`config.mk`:
```
export PLATFORM = sky130hd
export DESIGN_NAME = seven_seg_scan
export DESIGN_NICKNAME = d
export VERILOG_FILES = /design/src/rtl/seg7_pkg.sv /design/src/rtl/hex_to_seg7.sv /design/src/rtl/seven_seg_scan.sv
export SDC_FILE = /design/constraint.sdc
export NUM_CORES = 1
export LEC_CHECK = 0
export CORE_MARGIN = 2
export CORE_UTILIZATION = 50
export CTS_BUF_LIST = sky130_fd_sc_hd__clkbuf_8 sky130_fd_sc_hd__clkbuf_16
export CTS_CLUSTER_SIZE = 12
export DETAILED_ROUTE_END_ITERATION = 16
export PLACE_DENSITY = 0.84
export RECOVER_POWER = 50
export SLEW_MARGIN = 20
export SYNTH_ARGS = -nofsm -noshare
export SYNTH_HDL_FRONTEND = slang
export SYNTH_HIERARCHICAL = 1
export SYNTH_SLANG_ARGS = --single-unit
```
`constraint.sdc`:
```
create_clock -name clock -period 6.8 [get_ports clock]
set_input_delay 1.02 -clock clock [delete_from_list [all_inputs] [get_ports clock]]
set_output_delay 1.02 -clock clock [all_outputs]
set_load 0.01 [all_outputs]
```
`src/rtl/seg7_pkg.sv`:
```
// Shared constants for the seven-segment scan: segment encodings and scan FSM states.
package seg7_pkg;

    localparam logic [6:0] SEG_OFF = 7'h7F;

    // Active-low {g,f,e,d,c,b,a} pattern for each hex digit 0..F
    localparam logic [6:0] HEX_SEG [16] = '{
        7'h40, 7'h79, 7'h24, 7'h30, 7'h19, 7'h12, 7'h02, 7'h78,
        7'h00, 7'h10, 7'h08, 7'h03, 7'h46, 7'h21, 7'h06, 7'h0E
    };

    typedef enum logic {
        BLANK = 1'b0,
        SHOW  = 1'b1
    } scan_state_t;

endpackage

```
`src/rtl/hex_to_seg7.sv`:
```
// Combinational hex nibble to active-low seven-segment decoder.
module hex_to_seg7
    import seg7_pkg::*;
(
    input  logic [3:0] hex,
    output logic [6:0] seg
);

    assign seg = HEX_SEG[hex];

endmodule

```
`src/rtl/seven_seg_scan.sv`:
```
// Time-multiplexed seven-segment scanner with anode-off ghost gap and per-frame value latching.
module seven_seg_scan
    import seg7_pkg::*;
#(
    parameter int NUM_DIGITS   = 4,
    parameter int GHOST_CYCLES = 2
) (
    input  logic                    clock,
    input  logic                    greset,
    input  logic                    enable,
    input  logic [4*NUM_DIGITS-1:0] value,
    input  logic [NUM_DIGITS-1:0]   dp_in,
    input  logic [NUM_DIGITS-1:0]   blank_mask,
    output logic [NUM_DIGITS-1:0]   an,
    output logic [6:0]              seg,
    output logic                    dp_n,
    output logic                    frame_done
);

    localparam int IW = $clog2(NUM_DIGITS);
    localparam int GW = (GHOST_CYCLES > 1) ? $clog2(GHOST_CYCLES) : 1;
    localparam logic [IW-1:0] LAST_IDX = IW'(NUM_DIGITS - 1);
    localparam logic [GW-1:0] GAP_LAST = GW'((GHOST_CYCLES > 0) ? GHOST_CYCLES - 1 : 0);

    scan_state_t               state, state_nx;
    logic [IW-1:0]             idx, idx_nx;
    logic [GW-1:0]             gap, gap_nx;
    logic                      cap_pending;
    logic                      wrap;
    logic                      capture;
    logic [4*NUM_DIGITS-1:0]   sh_value, sh_value_nx;
    logic [NUM_DIGITS-1:0]     sh_dp, sh_dp_nx;
    logic [NUM_DIGITS-1:0]     sh_blank, sh_blank_nx;
    logic [3:0]                nib;
    logic                      dp_bit;
    logic                      blank_bit;
    logic [6:0]                dec_seg;
    logic [NUM_DIGITS-1:0]     an_nx;
    logic [6:0]                seg_nx;
    logic                      dp_n_nx;

    hex_to_seg7 u_dec (
        .hex (nib),
        .seg (dec_seg)
    );

    always_comb begin
        state_nx = state;
        idx_nx   = idx;
        gap_nx   = gap;
        wrap     = 1'b0;

        unique case (state)
            BLANK: begin
                if (GHOST_CYCLES == 0 || gap == GAP_LAST) begin
                    state_nx = SHOW;
                    gap_nx   = '0;
                end else begin
                    gap_nx = gap + 1'b1;
                end
            end
            SHOW: begin
                if (enable) begin
                    wrap     = (idx == LAST_IDX);
                    idx_nx   = wrap ? '0 : idx + 1'b1;
                    state_nx = (GHOST_CYCLES == 0) ? SHOW : BLANK;
                    gap_nx   = '0;
                end
            end
            default: state_nx = BLANK;
        endcase

        capture     = cap_pending || wrap;
        sh_value_nx = capture ? value      : sh_value;
        sh_dp_nx    = capture ? dp_in      : sh_dp;
        sh_blank_nx = capture ? blank_mask : sh_blank;

        // Outputs are registered from next-cycle state so the freshly latched frame shows at once
        nib       = '0;
        dp_bit    = 1'b0;
        blank_bit = 1'b1;
        for (int unsigned i = 0; i < NUM_DIGITS; i++) begin
            if (idx_nx == IW'(i)) begin
                nib       = sh_value_nx[4*i +: 4];
                dp_bit    = sh_dp_nx[i];
                blank_bit = sh_blank_nx[i];
            end
        end

        an_nx   = '1;
        seg_nx  = SEG_OFF;
        dp_n_nx = 1'b1;
        if (state_nx == SHOW && !blank_bit) begin
            for (int unsigned i = 0; i < NUM_DIGITS; i++) begin
                if (idx_nx == IW'(i)) an_nx[i] = 1'b0;
            end
            seg_nx  = dec_seg;
            dp_n_nx = ~dp_bit;
        end
    end

    always_ff @(posedge clock) begin
        if (greset) begin
            state       <= BLANK;
            idx         <= '0;
            gap         <= '0;
            cap_pending <= 1'b1;
            sh_value    <= '0;
            sh_dp       <= '0;
            sh_blank    <= '0;
            an          <= '1;
            seg         <= SEG_OFF;
            dp_n        <= 1'b1;
            frame_done  <= 1'b0;
        end else begin
            state       <= state_nx;
            idx         <= idx_nx;
            gap         <= gap_nx;
            cap_pending <= 1'b0;
            sh_value    <= sh_value_nx;
            sh_dp       <= sh_dp_nx;
            sh_blank    <= sh_blank_nx;
            an          <= an_nx;
            seg         <= seg_nx;
            dp_n        <= dp_n_nx;
            frame_done  <= wrap;
        end
    end

endmodule
```
* After elaboration in Yosys (flattened, before gate mapping)
Memories as Yosys holds them, arrays and structs flattened. A register that Yosys moved wholly into a read port is not among the register bits. Cells that the tools add are included.
Word-level totals: ROM bits 112, word-level logic and storage cells 58, output and inout bits 13, memories kept 1, bits in registers 35
Operators by class: multiplexer cells 31, bitwise gates (word level) 4, eq/ne operators 5, reduce and logical (&&, ||, !) cells 5, $add $sub $neg 2
Memory list:
- (name not given) | words 16, width 7, read ports 1, clocked after Yosys merged registers in 1, wr ports 0, line hex_to_seg7.sv:9 | assign seg = HEX_SEG[hex];
Operators by type and width (number):
- 4-bit two-way mux | 6
- 1-bit two-way mux | 19
- 16-bit two-way mux | 1
- 2-bit == test (second input constant) | 3
- 2-bit two-way mux | 3
- 4-bit inverter with 5-bit output | 1
- 1-bit one-hot mux with 2 select lines | 2
- 1-bit inverter | 3
- 2-bit by 1-bit adder with 2-bit output (second input constant) | 1
- 2-bit by 1-bit == test with 1-bit output (second input constant) | 1
- 2-bit zero test | 1
- 2-bit inequality test (second input constant) | 1
- 2-bit OR reduction | 1
- 1-bit adder (second input constant) | 1
- 1-bit logical AND | 1
- 1-bit zero test | 1
- 1-bit logical OR | 1

* Logic depth before layout (Yosys ltp)
Gate-level depths: netlist (run 1).
word-level depth 13, mapped depth 12, mapped depth without buffers 12

* Cells and area by module
The synthesis (run 1) kept the hierarchy.
By module, submodules not included:
- seven_seg_scan | cells each 154, instances 1, area an instance 1615.3 µm²
- hex_to_seg7 | cells each 36, instances 1, area an instance 256.5 µm²

* Worst setup path before layout (run 1)
OpenSTA, ideal clock, no wires.
path type in2reg, start input enable, end register seg[3], setup time 0.127 ns, buffers on the path 1, data required time 6.673 ns, cell stages on the path 11, setup slack 3.611 ns, arrival time 3.062 ns, cells stage by stage a31oi_2 -> buf_4 -> mux2i_1 -> o22ai_1 -> a2bb2oi_1 -> inv_1 -> ha_1 -> or2_1 -> a21oi_1 -> a31oi_1 -> nand2b_1
RTL lines:
- from (decl) | line seven_seg_scan.sv:10 | input logic enable,
- 1-bit two-way mux | line seven_seg_scan.sv:63 | if (enable) begin
- 1-bit two-way mux | line seven_seg_scan.sv:53 | unique case (state)
- 1-bit logical OR | line seven_seg_scan.sv:73 | capture = cap_pending || wrap;
- 16-bit two-way mux | line seven_seg_scan.sv:74 | sh_value_nx = capture ? value : sh_value;
- 4-bit two-way mux (3 in a row) | line seven_seg_scan.sv:83 | if (idx_nx == IW'(i)) begin
- 4-bit two-way mux * | line seven_seg_scan.sv:83
- via nib[1] | line seven_seg_scan.sv:34 | logic [3:0] nib;
- 4-bit inverter with 5-bit output (implied by the code) * | line hex_to_seg7.sv:9
- to (decl) | line seven_seg_scan.sv:15 | output logic [6:0] seg,
Mark *: on every way through the listed nets, which the timed path passes. The rest lies on a longest branch. A chain may end at the register's enable or synchronous reset.

* Worst setup path in the final report (run 1)
Same ends and word-level chain as after synthesis.

==> out/results.env, run 1 <==
DRIVE_GT1_FRAC=0.0652
REGISTER_BIT_COUNT_REPORTED_BY_YOSYS=42
SEQ_AREA_FRAC_SYNTH=0.449
FLOORPLAN.DIE_AREA_SQ_MM=0.00425
REGTOREGSETUPSLACK_NS=3.27
FINAL.MIN_CLOCK_PERIOD_NS=4.28
CRITPATHLAUNCHTYPE='input pin'
CRITICAL_PATH_ARRIVAL_NS=4.46
DRT_WL_TOTAL_MICRONS=3680
SYNTHESIZED_CELL_AREA_SQ_MM=0.00187
POSTSYNTH.TOPFLOPCELL='sky130_fd_sc_hd__dfxtp_1'
STATUS='finished, final reports clean'
POST-ROUTE-DRC-COUNT=0
CTS.SINKS=42
WORSTSKEWPAIRLATENCY_NS=0.30
P_LEAK_nW=0.953
WORST_R2R_START='idx[1]$_SDFF_PP0_'
VIA_COUNT_OF_THE_FIRST_GLOBAL_ROUTING_PASS=1333
ROUTED-VIA-COUNT=1453
CTS-ROOT-BUF='sky130_fd_sc_hd__clkbuf_8'
CRIT_FANOUT=24
WORST_SETUP_PATH_END_KIND='register'
MAX_CAP_VIOLATIONS=0
POWER_PER_CELL_AREA_mW_PER_MM2=244
POST_SYNTHESIS_INSTANCE_TOTAL=190
CTS-HTREE-LEVELS=2
BEGINNING_OF_THE_CRITICAL_PATH='enable'
GRT_START_MAX_NET_PINS=31
FIN_UTIL=0.658
DESIGN.PORTCOUNT=40
DIE_HEIGHT_MICRONS=65.2
GRT.OVERFLOW.TOTAL=0
TIMING.CRITICAL_PATH.SLOWEST_STAGE_CELL='sky130_fd_sc_hd__a31oi_4'
FINAL_COMMON_CELL='sky130_fd_sc_hd__dfxtp_1'
YS_TOP_CELLS_BY_AREA='sky130_fd_sc_hd__dfxtp_1 45%, sky130_fd_sc_hd__mux2i_1 14%, sky130_fd_sc_hd__nor2_1 6.6%, sky130_fd_sc_hd__ha_1 5.3%, sky130_fd_sc_hd__nand2b_1 2.7%'
MOST-COMMON-LAYOUT-CELLS='42 x sky130_fd_sc_hd__dfxtp_1, 33 x sky130_fd_sc_hd__nor2_1, 26 x sky130_fd_sc_hd__mux2i_1'
POWER.IR.VDD_WORST_V=0.000103
TOTALNEGATIVESETUPSLACK_NS=0
GRT.MET3_USAGE=0.0668
CLKSLEWWORSTSETUPHOLDPATHS_NS=0.07
CTS.HOLD.BUFFERS_ADDED=0
SYNTH_ASYNC_SR_FLOP_SHARE=0
LAYOUT_WORST_PATH_CYCLE_SHARE=0.629
DR.PASS1.ITERS=4
GLOBAL_ROUTING_USAGE_ON_MET1=0.249
CTS_TREE='yes'
CRITPATHTOPFAMILY='compound AO/OA/AOI/OAI gates'
MAX-SLEW-MARGIN-REL=0.278
DIE_X_MICRONS=65.2
GLOBAL_ROUTE_WIRE_LENGTH_BEFORE_REPAIR_MICRONS=6170
MIN-DELAY-PATH-CLASS='register to register'
SYNTH-EDFF-COUNT=0
SYNTH-WARNING-COUNT=6
PATH_BUF_INV=2
ANTENNADIODECOUNT=0
AREA_OVERHEAD_VS_SYNTH_PCT=27.8
CTS.REPAIR_TIMING.SETUP_BUFFER_COUNT=0
SYNTHESIS.NETS=225
WIRE_PER_INST_MICRONS=13.2
MIN_FROM='sh_dp[3]$_SDFF_PP0_'
GLOBALROUTEMET2UTIL=0.282
WORST_EP_REQUIRED_TIME_NS=6.98
MAXCLOCKFREQUENCY_GHz=0.234
CTS_MAX_PATH_BUFFERS=2
STD_CELL_ROWS=22
WORSTHOLDENDPOINT='sh_dp[3]$_SDFF_PP0_'
PINS_OVER_SLEW_LIMIT=0
PLACE.PORT_BUFFERS=39
REPORT.FINAL.HOLD_VIOL_COUNT=0
GRT_BUSIEST_LAYER='met2'
SETUP_VIOLATIONS=0
INITIAL_CORE_UTIL=0.515
GRT_TOTAL_USAGE=0.193
REG2REGPATHDEPTH=11
SYNTH_AREA_LEADER_CELL='sky130_fd_sc_hd__dfxtp_1'
NETLIST.AREA_LEADER.SHARE=0.449
ANTENNA_FOUND_INITIAL=0
FINALNETCOUNT=264
HOLD-PATH-CELL-COUNT=2
DETAILEDPLACEMENTHPWL_MICRONS=2660
CRITICALPATHCATEGORY='input pin to register'
GRT_SETUP_UNREPAIRED='false'
POST_SYNTH.CELL_AREA_AVG_SQ_UM=9.85
CTS_REPAIR_RESIZES=0
FP.COREAREA_SQ_MM=0.00363
CRITICAL_PATH.REG2REG.ENDPOINT='seg[3]$_SDFF_PP1_'
VIAS_PER_CELL=5.23
PLACE_CONGESTION=0.876
FINAL_SKEW_NS=0.00263
ANTENNA_VIOLATING_NETS_POST_ROUTE=0
TIGHTESTPINTRANSITION_NS=1.08
SYNTH_CELL_TYPE_COUNT=39
NUM_CTS_BUFFERS=5
DELAY_OF_THE_SLOWEST_CRITICAL_PATH_STAGE_NS=0.85
CRIT_PATH_CELLS='dlygate4sd3_1 > a31oi_4 > mux2i_1 > o22ai_1 > a2bb2oi_1 > inv_1 > ha_1 > or2_1 > a21oi_1 > a31oi_1 > nand2b_1'
DETAILEDROUTE.FIRSTITERATIONVIOLATIONS=99
## registers in the layout, summed over array words and instances, names as in the netlist
| register | flops |
|---|---|
| cap_pending | 1 |
| an | 4 |
| dp_n | 1 |
| gap | 1 |
| seg | 7 |
| frame_done | 1 |
| sh_dp | 4 |
| idx | 2 |
| sh_blank | 4 |
| sh_value | 16 |
| state | 1 |
## logic make-up (layout without fill, tap and decap cells)
group / after synthesis / after routing / share of synthesized area
AOI/OAI and AO/OA: 37 / 37 / 0.144
adders and majority gates: 8 / 8 / 0.0535
buffers and inverters: 11 / 51 / 0.0321
DFF: 42 / 42 / 0.449
muxes: 29 / 29 / 0.163
and+or+nand+nor: 63 / 63 / 0.158
## Yosys cell counts, types with 3 or more instances
| cell | instances |
|---|---|
| sky130_fd_sc_hd__nand2b_1 | 8 |
| sky130_fd_sc_hd__nand3_1 | 7 |
| sky130_fd_sc_hd__buf_4 | 3 |
| sky130_fd_sc_hd__clkbuf_1 | 3 |
| sky130_fd_sc_hd__o21ai_1 | 7 |
| sky130_fd_sc_hd__dfxtp_1 | 42 |
| sky130_fd_sc_hd__a22o_1 | 3 |
| sky130_fd_sc_hd__ha_1 | 8 |
| sky130_fd_sc_hd__o22ai_1 | 5 |
| sky130_fd_sc_hd__nand2_1 | 6 |
| sky130_fd_sc_hd__mux2i_1 | 26 |
| sky130_fd_sc_hd__nor2_1 | 33 |
| sky130_fd_sc_hd__a22oi_1 | 3 |
| sky130_fd_sc_hd__o21ai_0 | 3 |
| sky130_fd_sc_hd__inv_1 | 3 |
## worst max-delay path by stage
stage / end / slack (ns) / cells past startpoint
after CTS: seg[3]$_SDFF_PP1_ / 2.61 / 11
after detailed placement: seg[3]$_SDFF_PP1_ / 2.32 / 11
after floorplan: seg[3]$_SDFF_PP1_ / 3.61 / 11
after global placement: seg[3]$_SDFF_PP1_ / 2.35 / 11
after global routing: seg[3]$_SDFF_PP1_ / 2.31 / 11
final: seg[3]$_SDFF_PP1_ / 2.52 / 11
## per-layer routing
| metal | vias up | share of wire |
|---|---|---|
| met1 | 656 | 0.49 |
| met4 | 0 | 0.018 |
| met3 | 7 | 0.062 |
| met2 | 45 | 0.43 |
| li1 | 745 | - |
| met5 | - | 0 |
## power breakdown
part / internal (mW) / leakage (nW) / total (mW) / switching [mW]
logic: 0.0618 / 0.547 / 0.129 / 0.0669
registers: 0.263 / 0.346 / 0.269 / 0.00641
clock network: 0.107 / 0.0607 / 0.187 / 0.0801
## through the flow
step | worst slack [ns] | total power, mW | cells | hold slack, ns | instance area (sq um)
final | 2.52 | 0.584 | 278 | 0.491 | 2390
after global routing | 2.31 | 0.615 | 278 | 0.518 | 2390
after CTS | 2.61 | 0.590 | 278 | 0.494 | 2390
after detailed placement | 2.32 | 0.405 | 270 | 0.476 | 2290
after global placement | 2.35 | 0.402 | 270 | 0.470 | 2290
after floorplan | 3.61 | 0.362 | 190 | 0.454 | 1870
## area by class of cell
class | instances | area, sq um
multi-input cells | 137 | 980
flip-flops and latches | 42 | 841
well taps | 48 | 60.1
fillers | 296 | 1240
clock inverters | 3 | 37.5
repair buffers | 39 | 390
inverters | 4 | 15.0
clock buffers | 5 | 68.8
## tightest hold or removal path: cells and delay by family, from the launching register on
family	cells	cell delay (ns)
DFF	1	0.31
and+or+nand+nor	1	0.08
muxes	1	0.07
No activity file was read; power rests on OpenSTA's default activity.
==> run 2, diff against run 1 <==
==> constraint.sdc (replaced) <==
create_clock -name clock -period 4 [get_ports clock]
set_input_delay 0.6 -clock clock [delete_from_list [all_inputs] [get_ports clock]]
set_output_delay 0.6 -clock clock [all_outputs]
set_load 0.01 [all_outputs]
==> run 2 against run 1 <==
Net effect:
- critical path depth grew 1
- core utilization is 0.72 points higher
- final cell count increased by 1.4%
- setup slack got worse by 1.9 ns
- critical path type unchanged
- critical endpoint unchanged
==> out/results.env, run 2 (same netlist as run 1, synthesis figures left out) <==
STATUS='finished, final reports clean'
DETAILEDROUTE.FIRSTITERATIONVIOLATIONS=53  # -46%
CTS_MAX_PATH_BUFFERS=2  # unchanged
TIGHTESTPINTRANSITION_NS=1.27  # +0.187 ns
TIMING.CRITICAL_PATH.SLOWEST_STAGE_CELL='sky130_fd_sc_hd__clkdlybuf4s50_1'
GRT_SETUP_UNREPAIRED='false'
MAX_CAP_VIOLATIONS=0  # unchanged
CRIT_PATH_CELLS='clkdlybuf4s50_1 > and4bb_2 > nor2_1 > nand2_1 > o22ai_1 > a2bb2oi_1 > inv_1 > ha_1 > or2_1 > a21oi_1 > a31oi_1 > nand2b_1'
WORST_EP_REQUIRED_TIME_NS=4.17  # -2.81 ns
LARGEST_REGISTER_FF_COUNT=16  # unchanged
CRITPATHLAUNCHTYPE='input pin'
GRT_TOTAL_USAGE=0.187  # -0.00567
BEGINNING_OF_THE_CRITICAL_PATH='enable'
REGISTERS_WITH_THE_HIGHEST_FLIP_FLOP_COUNTS='sh_value (16), seg (7)'
DELAY_OF_THE_SLOWEST_CRITICAL_PATH_STAGE_NS=0.54  # -0.31 ns
HOLD-PATH-CELL-COUNT=2  # unchanged
CRITICAL_PATH.REG2REG.ENDPOINT='seg[3]$_SDFF_PP1_'
TOTALNEGATIVESETUPSLACK_NS=0  # unchanged
CTS_REPAIR_RESIZES=0  # unchanged
PRE_CTS_WS_NS=0.334  # -1.99 ns
FLOORPLAN.DIE_AREA_SQ_MM=0.00425  # unchanged
INITIAL_CORE_UTIL=0.515  # unchanged
MIN_FROM='sh_value[8]$_SDFF_PP0_'
POWER_PER_CELL_AREA_mW_PER_MM2=411  # +68%
PATH_BUF_INV=2  # unchanged
WORST_SETUP_PATH_END_KIND='register'
MAX_FLOP_REGISTER='sh_value'
CTS_TREE='yes'
MOST-COMMON-LAYOUT-CELLS='42 x sky130_fd_sc_hd__dfxtp_1, 33 x sky130_fd_sc_hd__nor2_1, 26 x sky130_fd_sc_hd__mux2i_1'
P_LEAK_nW=0.969  # +1.6%
REG2REGPATHDEPTH=12  # +1
WORST_R2R_START='idx[1]$_SDFF_PP0_'
DIE_HEIGHT_MICRONS=65.2  # unchanged
FP.COREAREA_SQ_MM=0.00363  # unchanged
NUM_CTS_BUFFERS=5  # unchanged
FINALNETCOUNT=268  # +1.5%
REGTOREGSETUPSLACK_NS=0.77  # -2.50 ns
DRT_WL_TOTAL_MICRONS=3580  # -2.8%
STD_CELL_ROWS=22  # unchanged
CRITICALPATHCATEGORY='input pin to register'
CTS-HTREE-LEVELS=2  # unchanged
GLOBAL_ROUTE_WIRE_LENGTH_BEFORE_REPAIR_MICRONS=6060  # -1.8%
DR.PASS1.ITERS=4  # unchanged
WORSTHOLDENDPOINT='sh_value[8]$_SDFF_PP0_'
WORSTSKEWPAIRLATENCY_NS=0.29  # about the same
ANTENNA_VIOLATING_NETS_POST_ROUTE=0  # unchanged
CLKSLEWWORSTSETUPHOLDPATHS_NS=0.07  # about the same
REPORT.FINAL.HOLD_VIOL_COUNT=0  # unchanged
AREA_OVERHEAD_VS_SYNTH_PCT=29.2
LAYOUT_WORST_PATH_CYCLE_SHARE=0.844
SETUP_VIOLATIONS=0  # unchanged
MAXCLOCKFREQUENCY_GHz=0.296
GRT_START_MAX_NET_PINS=31  # unchanged
MAX-SLEW-MARGIN-REL=0.157  # -0.122
CTS.HOLD.BUFFERS_ADDED=0  # unchanged
CTS-ROOT-BUF='sky130_fd_sc_hd__clkbuf_8'
PINS_OVER_SLEW_LIMIT=0  # unchanged
GRT.OVERFLOW.TOTAL=0  # unchanged
TIMING.FINAL.WS_SETUP_NS=0.624  # -1.90 ns
VIA_COUNT_OF_THE_FIRST_GLOBAL_ROUTING_PASS=1331  # -0.15%
FINAL.MIN_CLOCK_PERIOD_NS=3.38
ANTENNA_FOUND_INITIAL=0  # unchanged
PLACE_CONGESTION=0.877  # +0.10%
CRIT_FANOUT=6  # -75%
WIRE_PER_INST_MICRONS=12.7  # -4.2%
VIAS_PER_CELL=5.10  # -2.4%
FINAL_COMMON_CELL='sky130_fd_sc_hd__dfxtp_1'
CRITPATHTOPFAMILY='simple AND/OR/NAND/NOR gates'
CTS.REPAIR_TIMING.SETUP_BUFFER_COUNT=0  # unchanged
PLACE.PORT_BUFFERS=39  # unchanged
FINAL_SKEW_NS=0.00675  # +0.00413 ns
DIE_X_MICRONS=65.2  # unchanged
DRIVE_GT1_FRAC=0.0769  # +0.0117
DESIGN.PORTCOUNT=40  # unchanged
ANTENNADIODECOUNT=0  # unchanged
CRITICAL_PATH_ARRIVAL_NS=3.55  # -0.91 ns
POST-ROUTE-DRC-COUNT=0  # unchanged
NFILLCELLS=300  # +1.4%
ROUTED-VIA-COUNT=1438  # -1.0%
DETAILEDPLACEMENTHPWL_MICRONS=2610  # -1.9%
CTS.SINKS=42  # unchanged
POWER.IR.VDD_WORST_V=0.000219  # +110%
MIN-DELAY-PATH-CLASS='register to register'
[run 2: cell types whose count changed in the layout (fill, tap and decap cells not counted)]
cell / delta
sky130_fd_sc_hd__dlygate4sd3_1: -1
sky130_fd_sc_hd__clkdlybuf4s50_1: +1
sky130_fd_sc_hd__buf_4: +3
sky130_fd_sc_hd__clkbuf_1: +1
[run 2: worst max path at each step]
stage          depth (start not counted)                end  slack (ns)
2_1_floorplan                         12  seg[3]$_SDFF_PP1_        1.19
6_report                              12  seg[3]$_SDFF_PP1_        0.62
3_5_place_dp                          12  seg[3]$_SDFF_PP1_        0.33
5_1_grt                               12  seg[3]$_SDFF_PP1_        0.38
3_3_place_gp                          12  seg[3]$_SDFF_PP1_        0.45
4_1_cts                               12  seg[3]$_SDFF_PP1_        0.63
[run 2: worst min-delay path, cell delays in order, from the launching register on]
cell	delay (ns)
sky130_fd_sc_hd__dfxtp_1	0.31
sky130_fd_sc_hd__mux2i_1	0.08
sky130_fd_sc_hd__nor2_1	0.08
[run 2: per-stage QoR]
step,cells,instance area [sq um],power [mW],hold slack [ns],utilization
2_1_floorplan,190,1870,0.616,0.454,-
3_3_place_gp,274,2320,0.686,0.472,0.637
3_5_place_dp,274,2320,0.690,0.486,0.637
4_1_cts,282,2420,1.01,0.503,0.667
5_1_grt,282,2420,1.05,0.538,0.666
6_report,282,2420,0.994,0.499,0.666
[run 2: cell type report]
| cell class | count | area [sq um] | area share |
|---|---|---|---|
| clock buffer | 5 | 68.8 | 0.0285 |
| clock inverter | 3 | 37.5 | 0.0155 |
| inverter | 4 | 15.0 | 0.00621 |
| multi-input combinational | 137 | 980 | 0.405 |
| sequential | 42 | 841 | 0.348 |
| tap | 48 | 60.1 | 0.0248 |
| timing repair buffer | 43 | 417 | 0.172 |
[run 2: routing by layer]
layer / track usage / wire length, microns / vias to the layer above
li1: - / - / 749
met1: 0.239 / 1770 / 643
met2: 0.290 / 1550 / 44
met3: 0.0634 / 227 / 2
met4: 0.0755 / 34 / 0
met5: 0 / 0 / -
[run 2: power breakdown]
group,internal [mW],switching [mW]
clock,0.182,0.136
sequential,0.446,0.0101
combinational,0.108,0.112
